**config.mk**
```make
export PLATFORM = sky130hd
export DESIGN_NAME = led_pattern_seq_flat
export DESIGN_NICKNAME = d
export VERILOG_FILES = /design/src/rtl/led_pattern_seq_if.sv /design/src/rtl/led_pattern_seq.sv /design/src/flat_wrapper.sv
export SDC_FILE = /design/constraint.sdc
export NUM_CORES = 1
export LEC_CHECK = 0
export ABC_AREA = 0
export CAP_MARGIN = 20
export CORE_MARGIN = 4
export CORE_UTILIZATION = 54
export DETAILED_ROUTE_END_ITERATION = 8
export PLACE_DENSITY = 0.84
export RECOVER_POWER = 100
export SETUP_SLACK_MARGIN = 0.02
export SYNTH_ARGS = -nofsm -noshare
export SYNTH_HDL_FRONTEND = slang
export SYNTH_SLANG_ARGS = --single-unit
```
**constraint.sdc**
```tcl
create_clock -name Clk50M -period 3.5 [get_ports Clk50M]
set_input_delay 0.7 -clock Clk50M [delete_from_list [all_inputs] [get_ports Clk50M]]
set_output_delay 0.7 -clock Clk50M [all_outputs]
set_load 0.02 [all_outputs]
```
**src/rtl/led_pattern_seq_if.sv**
```systemverilog
// Pattern sequencer bus: tick/mode/pause toward the sequencer, LED and status pulses back.
// No backpressure; outputs change only on the clock edge after an applied tick transition.
interface led_pattern_seq_if #(
    parameter int N_LED = 4
) ();
    logic             tick_in;
    logic [1:0]       mode;
    logic             pause;
    logic [N_LED-1:0] led;
    logic             step_pulse;
    logic             wrap;

    modport master (
        output tick_in, mode, pause,
        input  led, step_pulse, wrap
    );

    modport slave (
        input  tick_in, mode, pause,
        output led, step_pulse, wrap
    );
endinterface

```
**src/rtl/led_pattern_seq.sv**
```systemverilog
// Steps an LED pattern on each edge of a slow tick; led/step_pulse/wrap register one cycle after the tick change.
// No backpressure: a step arriving while paused is dropped, never queued.
module led_pattern_seq #(
    parameter int N_LED          = 4,
    parameter bit BOTH_EDGES     = 1'b1,
    parameter bit LED_ACTIVE_LOW = 1'b1
) (
    input  logic              Clk50M,
    input  logic              Rst,
    led_pattern_seq_if.slave  bus
);
    typedef enum logic {
        DIR_UP   = 1'b0,
        DIR_DOWN = 1'b1
    } dir_t;

    localparam logic [N_LED-1:0] PAT_ZERO = {N_LED{1'b0}};
    localparam logic [N_LED-1:0] PAT_ONE  = {{(N_LED-1){1'b0}}, 1'b1};
    localparam logic [N_LED-1:0] LED_RST  = LED_ACTIVE_LOW ? {N_LED{1'b1}} : {N_LED{1'b0}};

    logic             tick_q;
    logic [N_LED-1:0] pattern_q, pattern_d;
    dir_t             dir_q, dir_d;
    logic [1:0]       mode_q, mode_d;
    logic [N_LED-1:0] led_q, led_d;
    logic             step_pulse_q, step_pulse_d;
    logic             wrap_q, wrap_d;
    logic             step;
    logic             step_apply;

    // tick_q resets high to match the blink counter, so reset release creates no edge
    assign step       = BOTH_EDGES ? (bus.tick_in ^ tick_q) : (bus.tick_in & ~tick_q);
    assign step_apply = step & ~bus.pause;

    always_ff @(posedge Clk50M or posedge Rst) begin
        if (Rst) begin
            tick_q       <= 1'b1;
            pattern_q    <= PAT_ZERO;
            dir_q        <= DIR_UP;
            mode_q       <= 2'd0;
            led_q        <= LED_RST;
            step_pulse_q <= 1'b0;
            wrap_q       <= 1'b0;
        end else begin
            tick_q       <= bus.tick_in;
            pattern_q    <= pattern_d;
            dir_q        <= dir_d;
            mode_q       <= mode_d;
            led_q        <= led_d;
            step_pulse_q <= step_pulse_d;
            wrap_q       <= wrap_d;
        end
    end

    always_comb begin
        pattern_d    = pattern_q;
        dir_d        = dir_q;
        mode_d       = mode_q;
        step_pulse_d = 1'b0;
        wrap_d       = 1'b0;

        if (step_apply) begin
            step_pulse_d = 1'b1;
            if (bus.mode != mode_q) begin
                // A new mode restarts from its own start value instead of advancing
                mode_d    = bus.mode;
                dir_d     = DIR_UP;
                pattern_d = ((bus.mode == 2'd1) || (bus.mode == 2'd2)) ? PAT_ONE : PAT_ZERO;
            end else begin
                case (mode_q)
                    2'd1: begin
                        pattern_d = {pattern_q[N_LED-2:0], pattern_q[N_LED-1]};
                        wrap_d    = pattern_q[N_LED-1];
                    end
                    2'd2: begin
                        if (dir_q == DIR_UP) begin
                            pattern_d = {pattern_q[N_LED-2:0], 1'b0};
                            if (pattern_d[N_LED-1]) begin
                                dir_d = DIR_DOWN;
                            end
                        end else begin
                            pattern_d = {1'b0, pattern_q[N_LED-1:1]};
                            if (pattern_d[0]) begin
                                dir_d  = DIR_UP;
                                wrap_d = 1'b1;
                            end
                        end
                    end
                    2'd3: begin
                        pattern_d = pattern_q + PAT_ONE;
                        wrap_d    = &pattern_q;
                    end
                    default: begin
                        pattern_d = PAT_ZERO;
                    end
                endcase
            end
        end

        led_d = LED_ACTIVE_LOW ? ~pattern_d : pattern_d;
    end

    assign bus.led        = led_q;
    assign bus.step_pulse = step_pulse_q;
    assign bus.wrap       = wrap_q;
endmodule
```
**src/flat_wrapper.sv**
```systemverilog
// flat-port wrapper written by rule: the top's interface ports become plain ports
module led_pattern_seq_flat 
#(
    parameter int N_LED          = 4,
    parameter bit BOTH_EDGES     = 1'b1,
    parameter bit LED_ACTIVE_LOW = 1'b1
)
  (Clk50M, Rst, bus_tick_in, bus_mode, bus_pause, bus_led, bus_step_pulse, bus_wrap);
  led_pattern_seq_if #(.N_LED(N_LED)) bus_i ();
  input  logic Clk50M;
  input  logic Rst;
  input wire logic [$bits(bus_i.tick_in)-1:0] bus_tick_in;
  input wire logic [$bits(bus_i.mode)-1:0] bus_mode;
  input wire logic [$bits(bus_i.pause)-1:0] bus_pause;
  output wire logic [$bits(bus_i.led)-1:0] bus_led;
  output wire logic [$bits(bus_i.step_pulse)-1:0] bus_step_pulse;
  output wire logic [$bits(bus_i.wrap)-1:0] bus_wrap;
  assign bus_i.tick_in = bus_tick_in;
  assign bus_i.mode = bus_mode;
  assign bus_i.pause = bus_pause;
  assign bus_led = bus_i.led;
  assign bus_step_pulse = bus_i.step_pulse;
  assign bus_wrap = bus_i.wrap;
  led_pattern_seq #(.N_LED(N_LED), .BOTH_EDGES(BOTH_EDGES), .LED_ACTIVE_LOW(LED_ACTIVE_LOW)) u_core (.Clk50M(Clk50M), .Rst(Rst), .bus(bus_i));
endmodule
```
==> results of run 1 <==
==> per-layer routing <==
metal / wire length (um) / global-route usage / vias up
li1: - / - / 291
met4: 13 / 0.0966 / 0
met5: 0 / 0 / -
met1: 703 / 0.247 / 287
met3: 87 / 0.0514 / 2
met2: 782 / 0.270 / 20
==> worst paths after layout <==
| check | cells after the start | slack, ns | to |
|---|---|---|---|
| setup / recovery | 1 | 1.33 | bus_led[3] |
| hold / removal | 1 | 0.60 | u_core.bus.led[1] |
| setup reg to reg | 4 | 1.87 | flip-flop |
| hold reg to reg | 1 | 0.60 | u_core.bus.led[1] |
| max in group asynchronous | 2 | 2.25 | u_core.bus.led[1] |
| min in group asynchronous | 2 | 0.89 | u_core.pattern_q[0] |
==> power groups by stage <==
stage	Combinational, mW	Clock [mW]	Sequential (mW)
4_1_cts	0.0984	0.120	0.205
6_report	0.0953	0.117	0.205
2_1_floorplan	0.0780	0	0.200
5_1_grt	0.105	0.130	0.208
3_5_place_dp	0.0973	0	0.208
3_3_place_gp	0.0958	0	0.207
==> cells in the mapped netlist, types with 2 or more instances <==
master and count:
sky130_fd_sc_hd__a32o_1 2, sky130_fd_sc_hd__and3_1 2, sky130_fd_sc_hd__nand3_1 5, sky130_fd_sc_hd__o21ai_1 2
sky130_fd_sc_hd__a22o_1 2, sky130_fd_sc_hd__nand2_1 11, sky130_fd_sc_hd__a21oi_1 2, sky130_fd_sc_hd__xnor2_1 3
sky130_fd_sc_hd__nand2b_1 2, sky130_fd_sc_hd__inv_1 2, sky130_fd_sc_hd__dfrtp_1 9, sky130_fd_sc_hd__buf_2 3
sky130_fd_sc_hd__nor2b_1 3, sky130_fd_sc_hd__a22oi_1 2, sky130_fd_sc_hd__dfstp_2 5, sky130_fd_sc_hd__a21o_1 2
==> layout make-up <==
| type | count | area [sq um] | share of cell area |
|---|---|---|---|
| Timing Repair Buffer | 11 | 110 | 0.121 |
| Sequential cell | 14 | 357 | 0.393 |
| Inverter | 2 | 7.51 | 0.00828 |
| Multi-Input combinational cell | 55 | 378 | 0.417 |
| Clock buffer | 4 | 36.3 | 0.0400 |
| Tap cell | 15 | 18.8 | 0.0207 |
==> kinds of logic (layout without fill, tap and decap cells) <==
family / Yosys count / after routing / synth area share
xor gates and xnor gates: 4 / 4 / 0.0455
adders and majority gates: 1 / 1 / 0.0162
muxes: 2 / 2 / 0.0341
DFF: 14 / 14 / 0.463
AOI/OAI and AO/OA: 19 / 19 / 0.203
buffers and inverters: 6 / 17 / 0.0438
and+or+nand+nor: 29 / 29 / 0.195
==> through the flow <==
stage                     area [sq um]  hold WS (ns)   util  worst slack, ns  total power [mW]
after floorplan                    771         0.492      -             1.95             0.278
after global placement             873         0.558  0.663             1.25             0.303
after detailed placement           873         0.569  0.663             1.15             0.305
after CTS                          910         0.601  0.690             1.39             0.423
after global routing               907         0.645  0.689             1.27             0.443
final                              907         0.603  0.689             1.33             0.417
==> results.rst, run 1 <==
.. list-table::
   :header-rows: 1

   * - Metric
     - Value
   * - Outcome
     - complete, no violations
   * - Total congestion overflow
     - 0
   * - Post-cts resize count
     - 0
   * - Commonest cells after routing, fill and taps aside
     - sky130_fd_sc_hd__nand2_1, sky130_fd_sc_hd__dfrtp_1, sky130_fd_sc_hd__dlygate4sd3_1
   * - Arrival @ worst endpoint
     - 1.47 ns
   * - Finished Layout Cells
     - 101
   * - Number of flops mapped to enable cells by yosys
     - 0
   * - Standard cell with the maximum stage delay on the critical path
     - sky130_fd_sc_hd__dlygate4sd3_1
   * - RD Place Congestion
     - slightly below 0.8
   * - Total half-perimeter wirelength after legalization and detailed placement
     - about 1000 um
   * - Maximum level of the CTS H-tree
     - 1
   * - Starting DRT DRC Count
     - 36
   * - Cell taking the most area after synthesis
     - sky130_fd_sc_hd__dfrtp_1
   * - Actual transition at the worst max-transition pin
     - ~0.53 ns
   * - Slowest cell delay on critical path
     - about 0.67 ns
   * - Average via count per standard cell
     - about 5.9
   * - Final min period
     - roughly 2.2 ns
   * - Clock latency of the later-clocked register in the worst-skew pair
     - between 0.2 and 0.3 ns
   * - Unrepaired setup endpoints after global routing
     - false
   * - Net switching power figure
     - between 0.1 and 0.15 mW
   * - Wire length reported by the detailed router
     - ~1600 um
   * - Inserted Clock Buffers
     - 3
   * - Clock root buffer master
     - sky130_fd_sc_hd__clkbuf_4
   * - Synthesized netlist cell count
     - 75
   * - DR pass1 iterations
     - 4
   * - Number of global-route vias before repair
     - 560
   * - Largest cells by area after synthesis
     - sky130_fd_sc_hd__dfrtp_1, sky130_fd_sc_hd__dfstp_2, sky130_fd_sc_hd__nand2_1
   * - Full die area
     - between 2000 and 2500 sq um
   * - Power per cell area
     - 459 nW/um^2
   * - Proportion of layout cells with a drive suffix above 1
     - 0.163
   * - Relative slew margins
     - 0.648
   * - Area of the mapped netlist
     - 771 sq um
   * - Row cnt
     - 13
   * - Core Region
     - between 1000 and 1500 sq um
   * - Max-capacitance violation count
     - 0
   * - Power share of the clock group
     - 0.280
   * - Fill cell instance count of the final layout
     - 96
   * - Die width
     - around 46 um
   * - Endpoint type of the worst setup path
     - output port
   * - Number of placed instances with taps included
     - 97
   * - Maximum buffer depth of the clock tree
     - 2
   * - Most used DFF post-synth
     - sky130_fd_sc_hd__dfrtp_1
   * - Post-CTS Setup Inserts
     - 0
   * - Final #Nets
     - 94
   * - Worst Hold Launch
     - u_core.pattern_q[1]
   * - Total vias in the final route
     - 600
   * - Internal Dissipation
     - slightly below 0.3 mW
   * - Count of port buffers added during placement
     - 11
   * - Setup Skew
     - 0.000929 ns
   * - Maximum VDD drop
     - ~0.00028 V
   * - Starting density of the core
     - 0.585
   * - Synthesized netlist net count
     - ~80
   * - Launching element type of the critical path
     - flip-flop
   * - DRC viols
     - 0
   * - Worst Setup Path Type
     - flip-flop to output port
   * - Count of state elements after synthesis
     - 14
   * - Delay-heaviest family, CP
     - buffers and inverters
   * - Launching element of the worst setup path
     - u_core.bus.led[3]
   * - Vert. Die Dim
     - about 46 um
   * - TritonCTS clock tree
     - built
   * - Diodes inserted
     - 0
   * - Sequential area share after synthesis
     - 0.463
   * - Bufs and invs on worst path
     - 1
   * - Leakage
     - 0.390 nW
   * - Final Max Slew Viols
     - 0
   * - Critical path data required time
     - between 2 and 3 ns
   * - Antenna Nets Post-Route
     - 0
   * - Largest net degree at the start of global routing
     - 15
   * - Startpoint of the worst register-to-register path
     - u_core.mode_q[0]
   * - Clock-pin slew on the worst setup and hold paths
     - 0.08 ns
   * - Maximum fanout along the worst path
     - 1
   * - Total setup violations reported at the end of the flow
     - 0
   * - FFs w/ async S/R, synth
     - 1.00
   * - Portion of the clock cycle consumed by the worst path in the final layout
     - 0.621
   * - Routed wire per std cell
     - about 16 um
   * - Top-area cell type share of the netlist area
     - 0.292
   * - Average footprint of a synthesized cell
     - around 10 sq um
   * - Cells traversed along the worst timing path
     - dlygate4sd3_1
   * - Hold-fix buffers at CTS
     - 0
   * - Area growth syn-to-layout
     - 17.7%
   * - Commonest non-fill, non-tap cell in the layout
     - sky130_fd_sc_hd__nand2_1
   * - Worst min-delay path class
     - flip-flop to flip-flop
   * - Switching power share of the total
     - 0.302
   * - Yosys Warn Count
     - 0
   * - Clk sink count
     - 14
   * - Sequential fraction of design power
     - 0.492
   * - Final Hold Vio Count
     - 0
   * - Gr usage total
     - 0.185
   * - Antenna violations before repair
     - 0
   * - Fmax
     - roughly 460 MHz
   * - First-pass GRT wire length
     - about 2700 um
   * - Distinct cell type count of the synthesized netlist
     - 34
   * - Count of pins on the block boundary
     - 12
   * - Total negative slack
     - 0 ns
   * - Part of the total power dissipated in combinational logic
     - 0.229
Note: power is estimated with default switching activity, not from simulation.
==> inputs of run 2 (changes only) <==
CORE_UTILIZATION = 51   (was 54)
PLACE_DENSITY = 0.8   (was 0.84)
clock period = 2.28 ns   (was 3.5 ns; I/O delays follow)
==> run 2 against run 1 <==
Against the previous run: via count fell by 2.0%; hold slack got worse by 0.029 ns; register-to-register slack got worse by 1.2 ns; critical path depth did not move; combinational power rose by 49%; critical endpoint is now bus_led[0]; sequential share of layout area rose by 0.61 points; flip-flop and latch count did not move; sequential power rose by 53%; largest cell class unchanged; cell area fell by 1.5%.
==> results.rst, run 2 (same netlist as run 1, synthesis figures left out) <==
.. list-table::
   :header-rows: 1

   * - Metric
     - Value
   * - Endpoint type of the worst setup path
     - output port
   * - Unrepaired setup endpoints after global routing
     - false
   * - Area of all sequential standard cells
     - around 360 sq um
   * - Antenna Nets Post-Route
     - 0
   * - RD Place Congestion
     - ~0.82
   * - Outcome
     - complete, no violations
   * - Clock latency of the later-clocked register in the worst-skew pair
     - roughly 0.29 ns
   * - Launching element type of the critical path
     - flip-flop
   * - Proportion of layout cells with a drive suffix above 1
     - 0.138
   * - Worst hold-check slack
     - approximately 0.57 ns
   * - Worst Setup Path Type
     - flip-flop to output port
   * - DR pass1 iterations
     - 4
   * - Count of port buffers added during placement
     - 11
   * - Clock-pin slew on the worst setup and hold paths
     - about 0.090 ns
   * - Fill cell instance count of the final layout
     - between 100 and 150
   * - Worst setup margin
     - ~0.35 ns
   * - Row cnt
     - 13
   * - Post-CTS Setup Inserts
     - 0
   * - Hold-fix buffers at CTS
     - 0
   * - Post-route cell area
     - a little under 900 sq um
   * - Total negative slack
     - 0 ns
   * - DP Area
     - ~880 sq um
   * - Largest net degree at the start of global routing
     - 15
   * - Starting DRT DRC Count
     - 16
   * - Leakage
     - 0.382 nW
   * - Actual transition at the worst max-transition pin
     - 0.499 ns
   * - Power share of the clock group
     - 0.243
   * - Maximum VDD drop
     - about 0.00040 V
   * - Worst min-delay path class
     - flip-flop to flip-flop
   * - Final Hold Vio Count
     - 0
   * - Sequential fraction of design power
     - 0.521
   * - Total setup violations reported at the end of the flow
     - 0
   * - Max-capacitance violation count
     - 0
   * - Fmax
     - just over 500 MHz
   * - Area growth syn-to-layout
     - 15.9%
   * - Standard cell with the maximum stage delay on the critical path
     - sky130_fd_sc_hd__dlygate4sd3_1
   * - Final #Nets
     - 95
   * - Bufs and invs on worst path
     - 1
   * - Total congestion overflow
     - 0
   * - Routed wire per std cell
     - roughly 14 um
   * - Part of the total power dissipated in combinational logic
     - 0.236
   * - Starting density of the core
     - 0.564
   * - Number of global-route vias before repair
     - 542
   * - DRC viols
     - 0
   * - Internal Dissipation
     - 0.416 mW
   * - Commonest cells after routing, fill and taps aside
     - sky130_fd_sc_hd__nand2_1, sky130_fd_sc_hd__dfrtp_1, sky130_fd_sc_hd__dlygate4sd3_1
   * - Final min period
     - 1.93 ns
   * - Gr usage total
     - 0.169
   * - Antenna violations before repair
     - 0
   * - Finished Layout Cells
     - between 100 and 150
   * - Delay-heaviest family, CP
     - buffers and inverters
   * - Arrival @ worst endpoint
     - 1.47 ns
   * - Total half-perimeter wirelength after legalization and detailed placement
     - about 1100 um
   * - Clock root buffer master
     - sky130_fd_sc_hd__clkbuf_4
   * - Final Max Slew Viols
     - 0
   * - Full die area
     - approximately 2200 sq um
   * - Count of pins on the block boundary
     - 12
   * - Inserted Clock Buffers
     - 3
   * - Critical path data required time
     - 1.82 ns
   * - Die width
     - ~47 um
   * - Area of the multi-input gates
     - between 300 and 400 sq um
   * - Maximum buffer depth of the clock tree
     - 2
   * - Setup Skew
     - 0.0148 ns
   * - Cells traversed along the worst timing path
     - dlygate4sd3_1
   * - Average via count per standard cell
     - between 5 and 6
   * - TritonCTS clock tree
     - built
   * - Slowest cell delay on critical path
     - 0.66 ns
   * - Power per cell area
     - 675 nW/um^2
   * - Total vias in the final route
     - slightly below 600
   * - Vert. Die Dim
     - 46.9 um
   * - Portion of the clock cycle consumed by the worst path in the final layout
     - 0.845
   * - Relative slew margins
     - 0.667
   * - Wire length reported by the detailed router
     - around 1500 um
   * - Diodes inserted
     - 0
   * - Switching power share of the total
     - 0.311
   * - Setup WS pre-CTS
     - roughly 0.38 ns
   * - First-pass GRT wire length
     - approximately 2500 um
   * - Post-Route Utilization
     - 0.654
   * - Commonest non-fill, non-tap cell in the layout
     - sky130_fd_sc_hd__nand2_1
   * - Number of placed instances with taps included
     - 98
   * - Clk sink count
     - 14
   * - Core Region
     - roughly 1400 sq um
   * - Post-cts resize count
     - 0
   * - Power, Total
     - 0.603 mW
   * - Maximum fanout along the worst path
     - 1
   * - Net switching power figure
     - about 0.19 mW
   * - Maximum level of the CTS H-tree
     - 1
-- run 2: changes by cell type in the layout (fill, tap and decap cells not counted) --
cell and change:
sky130_fd_sc_hd__dlygate4sd3_1 +1, sky130_fd_sc_hd__clkbuf_1 +2, sky130_fd_sc_hd__clkbuf_8 -1, sky130_fd_sc_hd__a32oi_1 +1, sky130_fd_sc_hd__clkdlybuf4s50_1 -1, sky130_fd_sc_hd__a32oi_2 -1
-- run 2: power groups by stage --
stage          Clock (mW)  Combinational (mW)  Sequential (mW)
3_5_place_dp            0               0.151            0.319
2_1_floorplan           0               0.120            0.307
4_1_cts             0.153               0.153            0.314
3_3_place_gp            0               0.148            0.318
5_1_grt             0.167               0.159            0.320
6_report            0.147               0.142            0.314
-- run 2: final timing paths --
check | depth (start not counted) | slack (ns) | endpoint | from
hold / removal | 1 | 0.57 | u_core.bus.led[3] | flip-flop
min in group asynchronous | 2 | 0.62 | u_core.mode_q[0] | Rst
setup reg to reg | 5 | 0.64 | u_core.bus.wrap | u_core.tick_q
setup / recovery | 1 | 0.35 | bus_led[0] | u_core.bus.led[0]
hold reg to reg | 1 | 0.57 | u_core.bus.led[3] | flip-flop
max in group asynchronous | 2 | 1.28 | u_core.bus.led[1] | Rst
-- run 2: layout make-up --
| class | count | share of cell area |
|---|---|---|
| Sequential cell | 14 | 0.399 |
| Timing Repair Buffer | 12 | 0.127 |
| Inverter | 2 | 0.00840 |
| Tap cell | 15 | 0.0210 |
| Multi-Input combinational cell | 55 | 0.415 |
| Clock buffer | 4 | 0.0294 |
-- run 2: metal layers --
layer	share of wire	up-vias	GRT usage	routed length [um]
li1	-	291	-	-
met1	0.45	274	0.227	650
met2	0.47	19	0.236	678
met3	0.067	4	0.0421	98
met4	0.021	0	0.116	30
met5	0	-	0	0
-- run 2: worst reg2reg max path: stages (launching register included) --
cell	delay (ns)
sky130_fd_sc_hd__dfstp_2	0.54
sky130_fd_sc_hd__xor2_1	0.13
sky130_fd_sc_hd__nand2b_1	0.08
sky130_fd_sc_hd__clkbuf_1	0.23
sky130_fd_sc_hd__nor2_1	0.31
sky130_fd_sc_hd__a21boi_0	0.24
==> inputs of run 3 (changes only) <==
CORE_ASPECT_RATIO = 0.8   (was default)
CORE_UTILIZATION = 46   (was 51)
PLACE_DENSITY = 0.77   (was 0.8)
clock period = 1.65 ns   (was 2.28 ns; I/O delays follow)
==> run 3 against run 2 <==
Against the previous run: combinational power rose by 72%; hold slack lost 0.068 ns; flip-flop and latch count did not move; cell area increased by 8.4%; sequential power up 32%; cell count is 15% higher; sequential share of layout area down 3.1 points; largest power group unchanged.
==> results.rst, run 3 (same netlist as run 1, synthesis figures left out) <==
.. list-table::
   :header-rows: 1

   * - Metric
     - Value
   * - Outcome
     - complete, no violations
   * - Post-CTS Setup Inserts
     - 0
   * - Leakage
     - approximately 0.43 nW
   * - Total setup violations reported at the end of the flow
     - 0
   * - Clock root buffer master
     - sky130_fd_sc_hd__clkbuf_4
   * - Gr usage total
     - 0.148
   * - Fill cell instance count of the final layout
     - about 120
   * - Maximum level of the CTS H-tree
     - 1
   * - Fmax
     - 651 MHz
   * - Average via count per standard cell
     - 5.44
   * - Arrival @ worst endpoint
     - around 1.7 ns
   * - Worst hold path stage count
     - 1
   * - Starting DRT DRC Count
     - 26
   * - Critical path data required time
     - about 1.8 ns
   * - Count of port buffers added during placement
     - 11
   * - Setup WS pre-CTS
     - -0.0599 ns
   * - Maximum fanout along the worst path
     - 2
   * - TritonCTS clock tree
     - built
   * - Instance count on the critical path
     - 5
   * - Power per cell area
     - roughly 880 nW/um^2
   * - Maximum buffer depth of the clock tree
     - 2
   * - Minimum setup slack among reg-to-reg paths
     - approximately 0.11 ns
   * - Final Hold Vio Count
     - 0
   * - Worst Setup Path Type
     - flip-flop to flip-flop
   * - Worst setup margin
     - roughly 0.11 ns
   * - Wire length reported by the detailed router
     - between 1500 and 2000 um
   * - Total half-perimeter wirelength after legalization and detailed placement
     - approximately 1100 um
   * - Finished Layout Cells
     - ~120
   * - Final min period
     - approximately 1.5 ns
   * - Core Region
     - 1490 sq um
   * - Slowest cell delay on critical path
     - just over 0.4 ns
   * - Count of cells along the worst register-to-register path
     - 5
   * - Relative slew margins
     - 0.668
   * - Antenna violations before repair
     - 0
   * - Launching element type of the critical path
     - flip-flop
   * - First-pass GRT wire length
     - about 2500 um
   * - Die width
     - ~54 um
   * - Full die area
     - about 2400 sq um
   * - Setup Skew
     - around 0.0039 ns
   * - Number of placed instances with taps included
     - ~110
   * - Worst min-delay path class
     - input pin to flip-flop
   * - Starting density of the core
     - 0.519
   * - Inserted Clock Buffers
     - 3
   * - Unrepaired setup endpoints after global routing
     - false
   * - Area growth syn-to-layout
     - 25.6%
   * - DRC viols
     - 0
   * - Clock latency of the later-clocked register in the worst-skew pair
     - around 0.27 ns
   * - Final #Nets
     - between 100 and 150
   * - Commonest non-fill, non-tap cell in the layout
     - sky130_fd_sc_hd__nand2_1
   * - Bufs and invs on worst path
     - 0
   * - Clk sink count
     - 14
   * - Row cnt
     - 12
   * - Post-Route Utilization
     - 0.652
   * - Clock-pin slew on the worst setup and hold paths
     - around 0.080 ns
   * - Number of global-route vias before repair
     - 552
   * - DR pass1 iterations
     - 4
   * - Total congestion overflow
     - 0
   * - Standard cell with the maximum stage delay on the critical path
     - sky130_fd_sc_hd__dfrtp_1
   * - RD Place Congestion
     - between 0.8 and 0.9
   * - Antenna Nets Post-Route
     - 0
   * - Final Max Slew Viols
     - 0
   * - Routed wire per std cell
     - between 10 and 15 um
   * - Count of pins on the block boundary
     - 12
   * - Cells traversed along the worst timing path
     - ha_1, mux2_4, a22oi_1, nor3_1, a21o_1
   * - Portion of the clock cycle consumed by the worst path in the final layout
     - 0.932
   * - Commonest cells after routing, fill and taps aside
     - sky130_fd_sc_hd__nand2_1, sky130_fd_sc_hd__dfrtp_1, sky130_fd_sc_hd__buf_4
   * - Max-capacitance violation count
     - 0
   * - Vert. Die Dim
     - approximately 45 um
   * - Largest net degree at the start of global routing
     - 15
   * - Actual transition at the worst max-transition pin
     - ~0.50 ns
   * - Total vias in the final route
     - 637
   * - Proportion of layout cells with a drive suffix above 1
     - 0.229
   * - Maximum VDD drop
     - roughly 0.00056 V
   * - Diodes inserted
     - 0
   * - Endpoint type of the worst setup path
     - flip-flop
   * - Delay-heaviest family, CP
     - flip-flops
run 3: worst paths after layout:
check                                    startpoint                   to
worst max-delay path            u_core.pattern_q[0]  u_core.pattern_q[1]
worst min-delay path                    bus_tick_in        u_core.tick_q
max in group asynchronous                       Rst        u_core.tick_q
worst min register to register  u_core.pattern_q[1]    u_core.bus.led[1]
min in group asynchronous                       Rst            async pin
worst max register to register  u_core.pattern_q[0]  u_core.pattern_q[1]
run 3: cell type report:
| type | instances | area [sq um] | area share |
|---|---|---|---|
| timing repair buffer | 21 | 176 | 0.182 |
| inverter | 2 | 7.51 | 0.00775 |
| tap | 21 | 26.3 | 0.0271 |
| multi-input combinational | 55 | 375 | 0.388 |
| clock buffer | 4 | 26.3 | 0.0271 |
| sequential | 14 | 357 | 0.368 |
run 3: metal layers:
| layer | vias up | GRT usage | share of wire |
|---|---|---|---|
| met5 | - | 0 | 0 |
| li1 | 313 | - | - |
| met4 | 0 | 0.0459 | 0.0066 |
| met1 | 302 | 0.202 | 0.48 |
| met2 | 20 | 0.200 | 0.45 |
| met3 | 2 | 0.0774 | 0.071 |
run 3: timing repair:
action / CTS / global route
hold buffers: 0 / 0
gates resized for setup: 4 / 0
endpoints found under the setup margin: 4 / 0
endpoints found under the hold margin: 0 / 0
run 3: through the flow:
step | setup TNS (ns) | cell area [sq um] | hold WS, ns | power (mW)
CTS | 0 | 977 | 0.399 | 0.869
global placement | -0.118 | 956 | 0.561 | 0.672
global route | 0 | 968 | 0.487 | 0.911
detailed placement | -0.278 | 956 | 0.567 | 0.679
finish | 0 | 968 | 0.506 | 0.849
floorplan | 0 | 771 | 0.216 | 0.589
run 3: power breakdown:
group | switching, mW | total [mW] | internal, mW
clock network | 0.0961 | 0.190 | 0.0936
logic | 0.120 | 0.244 | 0.124
registers | 0.0359 | 0.416 | 0.380
